==> src/rtl/framebuffer_writer.sv <==
// Pixel sink for the shared VGA draw bus: queues on-screen pixels in a FIFO and
// streams them into the frame-buffer RAM through a ready/valid write port.
// A clear request replaces the queue contents with a full-screen colour sweep.
module framebuffer_writer #(
    parameter int unsigned FIFO_DEPTH  = 16,
    parameter int unsigned SCREEN_W    = 160,
    parameter int unsigned SCREEN_H    = 120,
    parameter logic [23:0] CLEAR_COLOR = 24'h000000
) (
    input  logic        clk,
    input  logic        resetn,
    input  logic        vga_draw_enable_bus,
    input  logic [7:0]  vga_x_out_bus,
    input  logic [7:0]  vga_y_out_bus,
    input  logic [23:0] vga_RGB_out_bus,
    input  logic        clear,
    input  logic        mem_ready,
    output logic        mem_wren,
    output logic [14:0] mem_address,
    output logic [23:0] mem_data,
    output logic        busy,
    output logic        clear_done,
    output logic        overflow,
    output logic        off_screen
);

    localparam int unsigned PTR_W     = $clog2(FIFO_DEPTH);
    localparam int unsigned ENTRY_W   = 15 + 24;
    localparam logic [14:0] LAST_ADDR = 15'(SCREEN_W * SCREEN_H - 1);

    typedef enum logic {S_IDLE, S_CLEAR} state_e;

    state_e             state_q, state_d;
    logic [14:0]        sweep_q, sweep_d;
    logic               wren_q, wren_d;
    logic [14:0]        addr_q, addr_d;
    logic [23:0]        data_q, data_d;
    logic               done_q, done_d;
    logic               ovf_q, ovf_d;
    logic               offs_q, offs_d;
    logic [PTR_W-1:0]   wr_ptr_q, wr_ptr_d;
    logic [PTR_W-1:0]   rd_ptr_q, rd_ptr_d;
    logic [PTR_W:0]     count_q, count_d;
    logic [ENTRY_W-1:0] fifo_mem [FIFO_DEPTH];

    logic               in_range;
    logic [14:0]        pix_addr;
    logic               push, pop, flush, accept, load, full;
    logic [PTR_W-1:0]   wr_base, rd_base;
    logic [PTR_W:0]     cnt_base;

    // Address y*160+x as shifts; cannot exceed 15 bits for on-screen pixels.
    assign in_range = (32'(vga_x_out_bus) < SCREEN_W) && (32'(vga_y_out_bus) < SCREEN_H);
    assign pix_addr = (15'(vga_y_out_bus) << 7) + (15'(vga_y_out_bus) << 5)
                    + 15'(vga_x_out_bus);

    // Next-state: FSM, output register, FIFO pointers and sticky flags.
    always_comb begin
        state_d = state_q;
        sweep_d = sweep_q;
        wren_d  = wren_q;
        addr_d  = addr_q;
        data_d  = data_q;
        done_d  = 1'b0;
        ovf_d   = ovf_q;
        offs_d  = offs_q;
        push    = 1'b0;
        pop     = 1'b0;
        flush   = 1'b0;
        accept  = wren_q && mem_ready;
        load    = !wren_q || mem_ready;

        unique case (state_q)
            S_IDLE: begin
                if (clear) begin
                    // Drop queue and any unaccepted write; sweep starts next cycle.
                    flush   = 1'b1;
                    state_d = S_CLEAR;
                    sweep_d = '0;
                    wren_d  = 1'b1;
                    addr_d  = '0;
                    data_d  = CLEAR_COLOR;
                    ovf_d   = 1'b0;
                    offs_d  = 1'b0;
                end else if (load) begin
                    if (count_q != '0) begin
                        pop              = 1'b1;
                        wren_d           = 1'b1;
                        {addr_d, data_d} = fifo_mem[rd_ptr_q];
                    end else begin
                        wren_d = 1'b0;
                    end
                end
            end
            S_CLEAR: begin
                if (accept) begin
                    if (sweep_q == LAST_ADDR) begin
                        wren_d  = 1'b0;
                        done_d  = 1'b1;
                        state_d = S_IDLE;
                    end else begin
                        sweep_d = sweep_q + 15'd1;
                        addr_d  = sweep_q + 15'd1;
                        data_d  = CLEAR_COLOR;
                    end
                end
            end
            default: state_d = S_IDLE;
        endcase

        // A same-cycle pixel lands in the freshly flushed queue.
        wr_base  = flush ? '0 : wr_ptr_q;
        rd_base  = flush ? '0 : rd_ptr_q;
        cnt_base = flush ? '0 : count_q;
        full     = (32'(cnt_base) == FIFO_DEPTH);

        if (vga_draw_enable_bus) begin
            if (!in_range) begin
                offs_d = 1'b1;
            end else if (full) begin
                ovf_d = 1'b1;
            end else begin
                push = 1'b1;
            end
        end

        wr_ptr_d = push ? wr_base + 1'b1 : wr_base;
        rd_ptr_d = pop ? rd_base + 1'b1 : rd_base;
        count_d  = cnt_base + (PTR_W+1)'(push) - (PTR_W+1)'(pop);
    end

    // State registers.
    always_ff @(posedge clk or negedge resetn) begin
        if (!resetn) begin
            state_q  <= S_IDLE;
            sweep_q  <= '0;
            wren_q   <= 1'b0;
            addr_q   <= '0;
            data_q   <= '0;
            done_q   <= 1'b0;
            ovf_q    <= 1'b0;
            offs_q   <= 1'b0;
            wr_ptr_q <= '0;
            rd_ptr_q <= '0;
            count_q  <= '0;
        end else begin
            state_q  <= state_d;
            sweep_q  <= sweep_d;
            wren_q   <= wren_d;
            addr_q   <= addr_d;
            data_q   <= data_d;
            done_q   <= done_d;
            ovf_q    <= ovf_d;
            offs_q   <= offs_d;
            wr_ptr_q <= wr_ptr_d;
            rd_ptr_q <= rd_ptr_d;
            count_q  <= count_d;
        end
    end

    // FIFO storage; needs no reset since pointers gate every read.
    always_ff @(posedge clk) begin
        if (push) begin
            fifo_mem[wr_base] <= {pix_addr, vga_RGB_out_bus};
        end
    end

    assign mem_wren    = wren_q;
    assign mem_address = addr_q;
    assign mem_data    = data_q;
    assign clear_done  = done_q;
    assign overflow    = ovf_q;
    assign off_screen  = offs_q;
    assign busy        = (state_q == S_CLEAR) || (count_q != '0) || wren_q;

endmodule

==> config.mk <==
export PLATFORM = sky130hd
export DESIGN_NAME = framebuffer_writer
export DESIGN_NICKNAME = d
export VERILOG_FILES = /design/src/rtl/framebuffer_writer.sv
export SDC_FILE = /design/constraint.sdc
export NUM_CORES = 1
export LEC_CHECK = 0
export ABC_AREA = 1
export CORE_MARGIN = 1.5
export CORE_UTILIZATION = 50
export CTS_CLUSTER_SIZE = 20
export DETAILED_ROUTE_END_ITERATION = 10
export PLACE_DENSITY_LB_ADDON = 0.2
export SLEW_MARGIN = 40
export SYNTH_ARGS = -nofsm -noshare
export SYNTH_HDL_FRONTEND = slang
export SYNTH_SLANG_ARGS = --single-unit
==> constraint.sdc <==
create_clock -name clk -period 6.32 [get_ports clk]
set_clock_uncertainty 0.2 [all_clocks]
set_input_delay 0.632 -clock clk [delete_from_list [all_inputs] [get_ports clk]]
set_output_delay 0.632 -clock clk [all_outputs]
set_load 0.01 [all_outputs]
==> results of run 1 <==
## state kept, by name, summed over array words and instances (netlist names)
| signal | flops |
|---|---|
| sweep_q | 15 |
| rd_ptr_q | 4 |
| overflow | 1 |
| mem_wren | 1 |
| off_screen | 1 |
| fifo_mem | 624 |
| mem_data | 24 |
| count_q | 5 |
| state_q | 1 |
| clear_done | 1 |
| mem_address | 15 |
| wr_ptr_q | 4 |
## area by class of cell
type	count	area share [%]
Multi-Input combinational cell	1550	22.4
Timing Repair Buffer	129	3.97
Tap cell	765	2.89
Sequential cell	696	62.0
Inverter	170	1.99
Clock inverter	28	0.581
Clock buffer	100	6.13
## timing repair
action	CTS	global route
endpoints found under the hold margin	14	0
setup endpoints to repair	0	0
hold buffers	1	0
## worst paths after layout
kind / from / to / depth (start not counted)
worst max-delay path: state_q / fifo_mem[6][15] / 12
worst min-delay path: mem_data[8] / mem_data[8] / 2
worst max register to register: state_q / fifo_mem[6][15] / 12
worst min register to register: mem_data[8] / mem_data[8] / 2
max in group asynchronous: resetn / rd_ptr_q[0] / 3
min in group asynchronous: resetn / mem_data[2] / 2
## cell usage after synthesis, drive strengths merged (11+ instances only)
library cell  instances
xor2                 11
o21ai               230
buf                  83
clkbuf               58
dfrtp                72
o211ai               97
nand3               195
nor2                320
edfxtp              624
inv                 170
ha                   27
a21oi                70
nand2               576
## cell families (layout without fill, tap and decap cells)
| logic type | count (synthesis) | count (layout) | share of synthesized area (%) |
|---|---|---|---|
| compound gates | 398 | 398 | 7.79 |
| xor+xnor | 17 | 17 | 0.510 |
| fa+ha+maj | 30 | 30 | 1.36 |
| buf+inv | 311 | 427 | 4.80 |
| flops | 696 | 696 | 70.3 |
| simple gates | 1105 | 1105 | 15.2 |
## power by group
part	leakage (nW)	switching (mW)	internal (mW)
sequential	6.53	0.0391	5.24
combinational	4.74	0.437	0.171
clock	1.08	1.72	2.32
total	12.3	2.20	7.73
## worst max-delay path, stage by stage (launching register included)
cell and delay (ps):
dfrtp_1 710, inv_4 110, nand2_4 140, inv_2 90, nor2_1 140, inv_1 80
ha_1 180, nand3b_1 120, nand3_2 160, inv_1 200, nand2_1 270, nor2_4 640
buf_4 460
## metal layers
layer / up-vias / global-route usage [%] / routed length (um)
met5: - / 0 / 0
met3: 86 / 3.47 / 4450
met2: 640 / 39.1 / 34500
li1: 8939 / - / -
met4: 0 / 7.39 / 1570
met1: 9413 / 33.5 / 30300
==> results.md, run 1 <==
* Register area at 20600 um^2
* Top Ports at 89
* Layout cells sized above 1 at 7.00%
* Wire length per cell at 20.6 um
* Synthesized area per cell at 11.4 um^2
* Reg-to-reg slack, setup at 2440 ps
* Vias in the first global route at 18900
* Worst path required time at 6380 ps
* Drc violations at 0
* Post-CTS Setup Bufs at 0
* Sequential area share after synthesis at 70.3%
* Fraction of registers with async set/reset at 10.3%
* Post-Synthesis Cells at 2557
* Worst min path class: register to register
* Multi-input gate area at 7430 um^2
* Core Area at 57700 um^2
* Fin cells at 3438
* CTS clk-pin slew, worst paths at 60 ps
* Via density at 5.55
* Die height at 245 um
* Synth top area share at 64.1%
* Via count at 19100
* Total power at 9.93 mW
* Cell Pwr Density at 300 nW/um^2
* Post-DP HPWL at 40800 um
* Max Freq at 258 MHz
* Commonest non-fill, non-tap cell in the layout: edfxtp_1
* CTS tree: yes
* Seq cells post-synth at 696
* Gr usage total at 24.0%
* Status: completed
* Largest area contributor in the netlist: edfxtp_1
* Post-Syn Area at 29200 um^2
* Pins Over Slew Limit at 0
* Cell total after placement at 3307
* Post-route cell area at 33100 um^2
* Peak VDD IR at 233 uV
* Max-cap violations at 0
* Syn Nets at 2632
* Placed Area at 30800 um^2
* Pin slew with the least headroom to its limit at 868 ps
* Antenna Cells at 0
* Starting DRC count in detailed routing at 1950
* Rel. slew slack at 42.1%
* Critical path startpoint category: register
* Leak pwr at 12.3 nW
* Dpl ws at 2040 ps
* Critical Path End Type: register
* DRT Pass-1 Iters at 6
* Hold_ws at 280 ps
* Clock Path Buffers at 3
* Fin crit period at 3880 ps
* Die W at 245 um
* Total CTS buffers at 72
* Worst EP arrival at 3940 ps
* Final wirelength at 70800 um
* Antenna violations before repair at 1
* Most frequent cells in the layout: edfxtp_1 (624), nand2_1 (573), nor2_1 (304), o21ai_0 (196), nand3_1 (193)
* # setup viols final at 0
* Final core utilization at 57.4%
* Root Buffer: clkbuf_16
* Rows at 88
* RePlAce Congestion at 0.836
* Gr ovfl total at 0
* Post-route ant nets at 0
* Starting Density at 50.6%
* Fin nets at 2694
* Number of port buffers at 88
* Tcrit/Tclk final at 61.4%
* RSZ-0062 raised after global routing: false
* Area contributors post-synth: edfxtp_1 (64%), nand2_1 (7.4%), dfrtp_1 (6.2%), nor2_1 (4.1%), o21ai_0 (3.4%)
* First-pass GRT wire length at 110000 um
* Ys flop type: edfxtp_1
* Sink Count at 696
* Worst-skew pair later-pin latency at 610 ps
* Synth-to-Final Area Change at 13.4%
* Hold Violations, Final at 0
* Post-synth EDFFs at 624
* Die ar. at 59900 um^2
* Max Fanout on Critical Path at 23
* Gates resized, CTS repair at 0
* Yosys warns at 0
* Setup ws final at 2440 ps
* TNS Setup at 0 ps
* Crit Path Category: register to register
* CTS H-tree depth at 3
* Count of different cell masters after synthesis at 32
* Largest net degree at the start of global routing at 193
* Fillers at 4719
No activity file was read; power rests on OpenSTA's default activity.
==> run 2: changes to the inputs <==
- clock period: 6.32 -> 3.5 ns (I/O delays scaled with it)
==> run 2 against run 1 <==
  * Hold slack worse by 230 ps
  * Non-clock buffer count up 30
  * Maximum frequency up 35%
  * Via count up 1.5%
  * Count of clock-buffer cells in the layout down 1
  * Critical path depth up 1
  * Power up 83%
  * Die area unchanged
  * Wire length up 4.3%
  * Global-route usage up 0.99 points
  * Sequential power up 80%
  * Sequential share of layout area down 1.1 points
  * Critical endpoint is now fifo_mem[7][13]
==> results.md, run 2 (same netlist as run 1, synthesis figures left out) <==
* Critical Path End Type: register
* Die W at 245 um
* DRT Pass-1 Iters at 5
* Rows at 88
* RePlAce Congestion at 0.820
* Gates resized, CTS repair at 0
* Hold_ws at 45.5 ps
* Largest net degree at the start of global routing at 177
* Synth-to-Final Area Change at 15.4%
* Hold buffers post-CTS at 1
* Leak pwr at 12.6 nW
* # setup viols final at 0
* Max Freq at 347 MHz
* Cell Pwr Density at 539 nW/um^2
* Final wirelength at 73800 um
* Antenna violations before repair at 0
* Crit Path Category: register to register
* Gr ovfl total at 0
* Vias in the first global route at 18900
* Max-cap violations at 0
* Max Fanout on Critical Path at 19
* Status: completed
* Sink Count at 696
* Via density at 5.57
* Fillers at 4727
* Most frequent cells in the layout: edfxtp_1 (624), nand2_1 (573), nor2_1 (304), o21ai_0 (196), nand3_1 (193)
* CTS H-tree depth at 3
* CTS tree: yes
* Most flop-heavy register: fifo_mem
* Fin nets at 2726
* Root Buffer: clkbuf_16
* Critical path startpoint category: register
* Pin slew with the least headroom to its limit at 875 ps
* Antenna Cells at 0
* Total CTS buffers at 74
* Worst path required time at 3600 ps
* Top Ports at 89
* Worst EP arrival at 2980 ps
* Max reg flops at 624
* RSZ-0062 raised after global routing: false
* Worst min path class: input pin to register
* Worst-path cell chain: inv_4, nand2_4, inv_2, nor2_1, inv_1, ha_1, nand3b_1, nand3_2, buf_4, nor2_1, inv_1, nor2_4, buf_12
* Via count at 19400
* Final core utilization at 58.5%
* Rel. slew slack at 41.7%
* Die ar. at 59900 um^2
* Starting DRC count in detailed routing at 1811
* Hold Violations, Final at 0
* Commonest non-fill, non-tap cell in the layout: edfxtp_1
* Gr usage total at 25.0%
* Slowest CP cell: dfrtp_1
* Clock Path Buffers at 3
* Pins Over Slew Limit at 0
* Critical Path Max Stage Delay at 390 ps
* Post-DP HPWL at 43200 um
* Worst-skew pair later-pin latency at 610 ps
* Die height at 245 um
* Number of port buffers at 88
* Starting Density at 50.6%
* First-pass GRT wire length at 113000 um
* Tcrit/Tclk final at 82.2%
* Post-CTS Setup Bufs at 0
* Wire length per cell at 21.2 um
* Peak VDD IR at 438 uV
* Post-route ant nets at 0
* Fin crit period at 2880 ps
* Core Area at 57700 um^2
* Layout cells sized above 1 at 8.26%
* CTS clk-pin slew, worst paths at 60 ps
* Drc violations at 0
==> run 2: cell count changes in the layout (fill, tap and decap cells not counted), sizes merged, moves of 2 or more <==
| cell | previous run | this run |
|---|---|---|
| clkdlybuf4s50 | 87 | 85 |
| clkinv | 24 | 29 |
| buf | 41 | 72 |
| inv | 170 | 172 |
==> run 2: worst max-delay path, delay by kind of cell (launching register included) <==
kind	cells	cell delay (ps)
simple gates	6	1000
fa+ha+maj	1	180
flops	1	390
buf+inv	6	820
==> run 2: layer usage <==
| layer | routed length, um | track usage (%) | up-vias |
|---|---|---|---|
| met3 | 4300 | 3.68 | 129 |
| met2 | 36400 | 42.0 | 651 |
| met4 | 2330 | 8.55 | 0 |
| met5 | 0 | 0 | - |
| li1 | - | - | 9021 |
| met1 | 30800 | 33.3 | 9562 |
==> run 2: power breakdown <==
group	internal, mW	switching, mW
clock	4.32	3.18
sequential	9.46	0.0729
combinational	0.346	0.800
total	14.1	4.05
==> run 2: worst paths after layout <==
kind                                        from               to  slack (ps)  depth (start not counted)
worst min register to register       mem_data[2]      mem_data[2]         280                          2
min in group asynchronous                 resetn   mem_address[9]         120                          2
worst max register to register           state_q  fifo_mem[7][13]         620                         13
worst max-delay path                     state_q  fifo_mem[7][13]         620                         13
worst min-delay path            vga_x_out_bus[1]  fifo_mem[6][25]          50                          1
max in group asynchronous                 resetn     mem_data[16]        2220                          3
==> run 2: cell type report <==
class,count,area (um^2),share of cell area (%)
clock buffers,99,2030,6.02
clock inverters,37,289,0.857
inverters,170,648,1.92
multi-input cells,1550,7430,22.0
flip-flops and latches,696,20600,60.9
well taps,765,957,2.84
repair buffers,159,1820,5.41
==> run 2: stage by stage <==
step / worst slack (ps) / std cells / setup TNS [ps] / area (um^2) / total power [mW]
floorplan: -288 / 2557 / -156440 / 29200 / 10.3
global placement: -188 / 3338 / -3520 / 31400 / 10.8
detailed placement: 86.3 / 3338 / 0 / 31400 / 10.8
CTS: 607 / 3475 / 0 / 33700 / 18.3
global route: 419 / 3476 / 0 / 33700 / 18.8
finish: 621 / 3476 / 0 / 33700 / 18.2
==> run 3: changes to the inputs <==
- clock period: 3.5 -> 2.4 ns (I/O delays scaled with it)
==> run 3 against run 2 <==
  * The flow now finishes with violations (setup timing)
  * Utilization is 3.6 points higher
  * Hold slack better by 57 ps
  * Die area did not move
  * Wire length up 3.6%
  * Combinational power up 110%
  * Maximum frequency rose by 18%
  * Worst setup slack worse by 670 ps
  * Critical path depth up 1
  * Largest cell class unchanged
  * Non-clock buffer count grew 129
==> results.md, run 3 (same netlist as run 1, synthesis figures left out) <==
* Rel. slew slack at 51.8%
* Crit path launch: state_q
* Starting DRC count in detailed routing at 1915
* RePlAce Congestion at 0.871
* Max Fanout on Critical Path at 18
* Register area at 20600 um^2
* Critical Path Max Stage Delay at 410 ps
* Leak pwr at 13.5 nW
* Gr ovfl total at 0
* Via density at 5.53
* Hold Violations, Final at 0
* Most frequent cells in the layout: edfxtp_1 (624), nand2_1 (569), nor2_1 (301), o21ai_0 (195), nand3_1 (191)
* Fin nets at 2851
* Worst-skew pair later-pin latency at 610 ps
* Largest net degree at the start of global routing at 88
* Max Freq at 409 MHz
* Reg-to-reg slack, setup at -50 ps
* Worst R2R End: fifo_mem[2][11]
* Post-DP HPWL at 42400 um
* Starting Density at 50.6%
* Slowest CP cell: dfrtp_2
* Rows at 88
* Wire length per cell at 21.3 um
* Critical path startpoint category: register
* Total power at 27.0 mW
* Tcrit/Tclk final at 102%
* Max-cap violations at 0
* CTS tree: yes
* Die W at 245 um
* First-pass GRT wire length at 112000 um
* Layout cells sized above 1 at 12.9%
* Buf/Inv on CP at 7
* Post-route ant nets at 0
* Hold Startpoint: mem_ready
* Die height at 245 um
* Max reg flops at 624
* Synth-to-Final Area Change at 22.4%
* Worst path required time at 2500 ps
* Number of port buffers at 88
* Crit Path Category: register to register
* Cell Pwr Density at 755 nW/um^2
* Hold Path Depth at 3
* Gr usage total at 24.5%
* Hold path endpoint: clear_done
* Die ar. at 59900 um^2
* Drc violations at 0
* Clock Path Buffers at 3
* Antenna violations before repair at 0
* CTS H-tree depth at 3
* Status: finished, violations left
* Most flop-heavy register: fifo_mem
* Vias in the first global route at 19100
* Register-to-Register Path Depth at 14
* Placed Area at 32200 um^2
* Delay-heaviest family, CP: buffers and inverters
* CTS clk-pin slew, worst paths at 50 ps
* Total CTS buffers at 70
* Post-route cell area at 35800 um^2
* Setup ws final at -45.6 ps
* Root Buffer: clkbuf_16
* Pins Over Slew Limit at 0
* Sink Count at 696
* Antenna Cells at 0
* Worst-path cell chain: inv_8, nand2_8, inv_8, nor2_4, inv_2, ha_4, nand3b_1, nand3_4, inv_4, buf_12, nand2_4, nor2_4, buf_12, buf_16
* Via count at 19900
* Peak VDD IR at 549 uV
* Failing checks: setup timing
* # setup viols final at 262
* Final wirelength at 76500 um
* Fillers at 4391
* Top Ports at 89
* Commonest non-fill, non-tap cell in the layout: edfxtp_1
* Worst flop-to-flop path startpoint: state_q
* Worst min path class: input pin to register
* Worst EP arrival at 2540 ps
* Core Area at 57700 um^2
* DRT Pass-1 Iters at 6
* Fin crit period at 2450 ps
* Pin slew with the least headroom to its limit at 723 ps
* Multi-input gate area at 7570 um^2
* Critical Path End Type: register
* RSZ-0062 raised after global routing: true
-- run 3: cell count changes in the layout (fill, tap and decap cells not counted), sizes merged, moves of 3 or more --
cell	before	now
clkinvlp	3	0
clkinv	29	18
buf	72	175
clkbuf	99	129
-- run 3: power breakdown --
group	switching, mW	leakage [nW]	internal (mW)
registers	0.103	6.53	13.8
clock network	4.46	1.10	6.30
logic	1.40	5.92	0.970
-- run 3: how the worst max path moves through the flow --
stage | endpoint | slack (ps) | cells after the start
finish | fifo_mem[2][11] | -50 | 14
global route | fifo_mem[10][6] | -120 | 14
CTS | fifo_mem[13][19] | -60 | 13
detailed placement | fifo_mem[5][38] | -850 | 10
global placement | fifo_mem[6][38] | -1150 | 10
floorplan | fifo_mem[3][0] | -400 | 10
-- run 3: what timing repair did --
item / in CTS / in global routing
endpoints found under the setup margin: 610 / 671
gates resized for setup: 21 / 45
pin swaps: 9 / 11
setup buffers: 7 / 14
hold buffers: 3 / 0
endpoints found under the hold margin: 72 / 0
cloned: 3 / 29
-- run 3: cell type report --
| type | count | share of cell area, % |
|---|---|---|
| Clock buffer | 106 | 5.68 |
| Tap cell | 765 | 2.68 |
| Sequential cell | 696 | 57.5 |
| Timing Repair Buffer | 288 | 10.5 |
| Multi-Input combinational cell | 1550 | 21.2 |
| Clock inverter | 23 | 0.626 |
| Inverter | 170 | 1.87 |
-- run 3: per-stage QoR --
step / util (%) / hold WS, ps / setup slack [ps] / TNS [ps] / instances
after floorplan: - / -256 / -401 / -167060 / 2557
final: 62.0 / 102 / -45.6 / -5180 / 3598
after CTS: 60.3 / 85.7 / -61.1 / -2500 / 3556
after global routing: 62.0 / 128 / -117 / -36820 / 3598
after detailed placement: 55.8 / -13.9 / -847 / -309740 / 3414
after global placement: 55.8 / -16.7 / -1150 / -301650 / 3414
-- run 3: worst min-delay path, stage by stage --
cell and delay [ps]:
clkdlybuf4s50_1 420, nand2_1 110, nor2_1 80
-- run 3: layer usage --
layer | track usage [%] | share of wire (%) | up-vias
met5 | 0 | 0 | -
met4 | 9.55 | 3.4 | 0
met3 | 2.90 | 6.4 | 123
met2 | 41.1 | 49 | 701
met1 | 32.8 | 41 | 9781
li1 | - | - | 9275
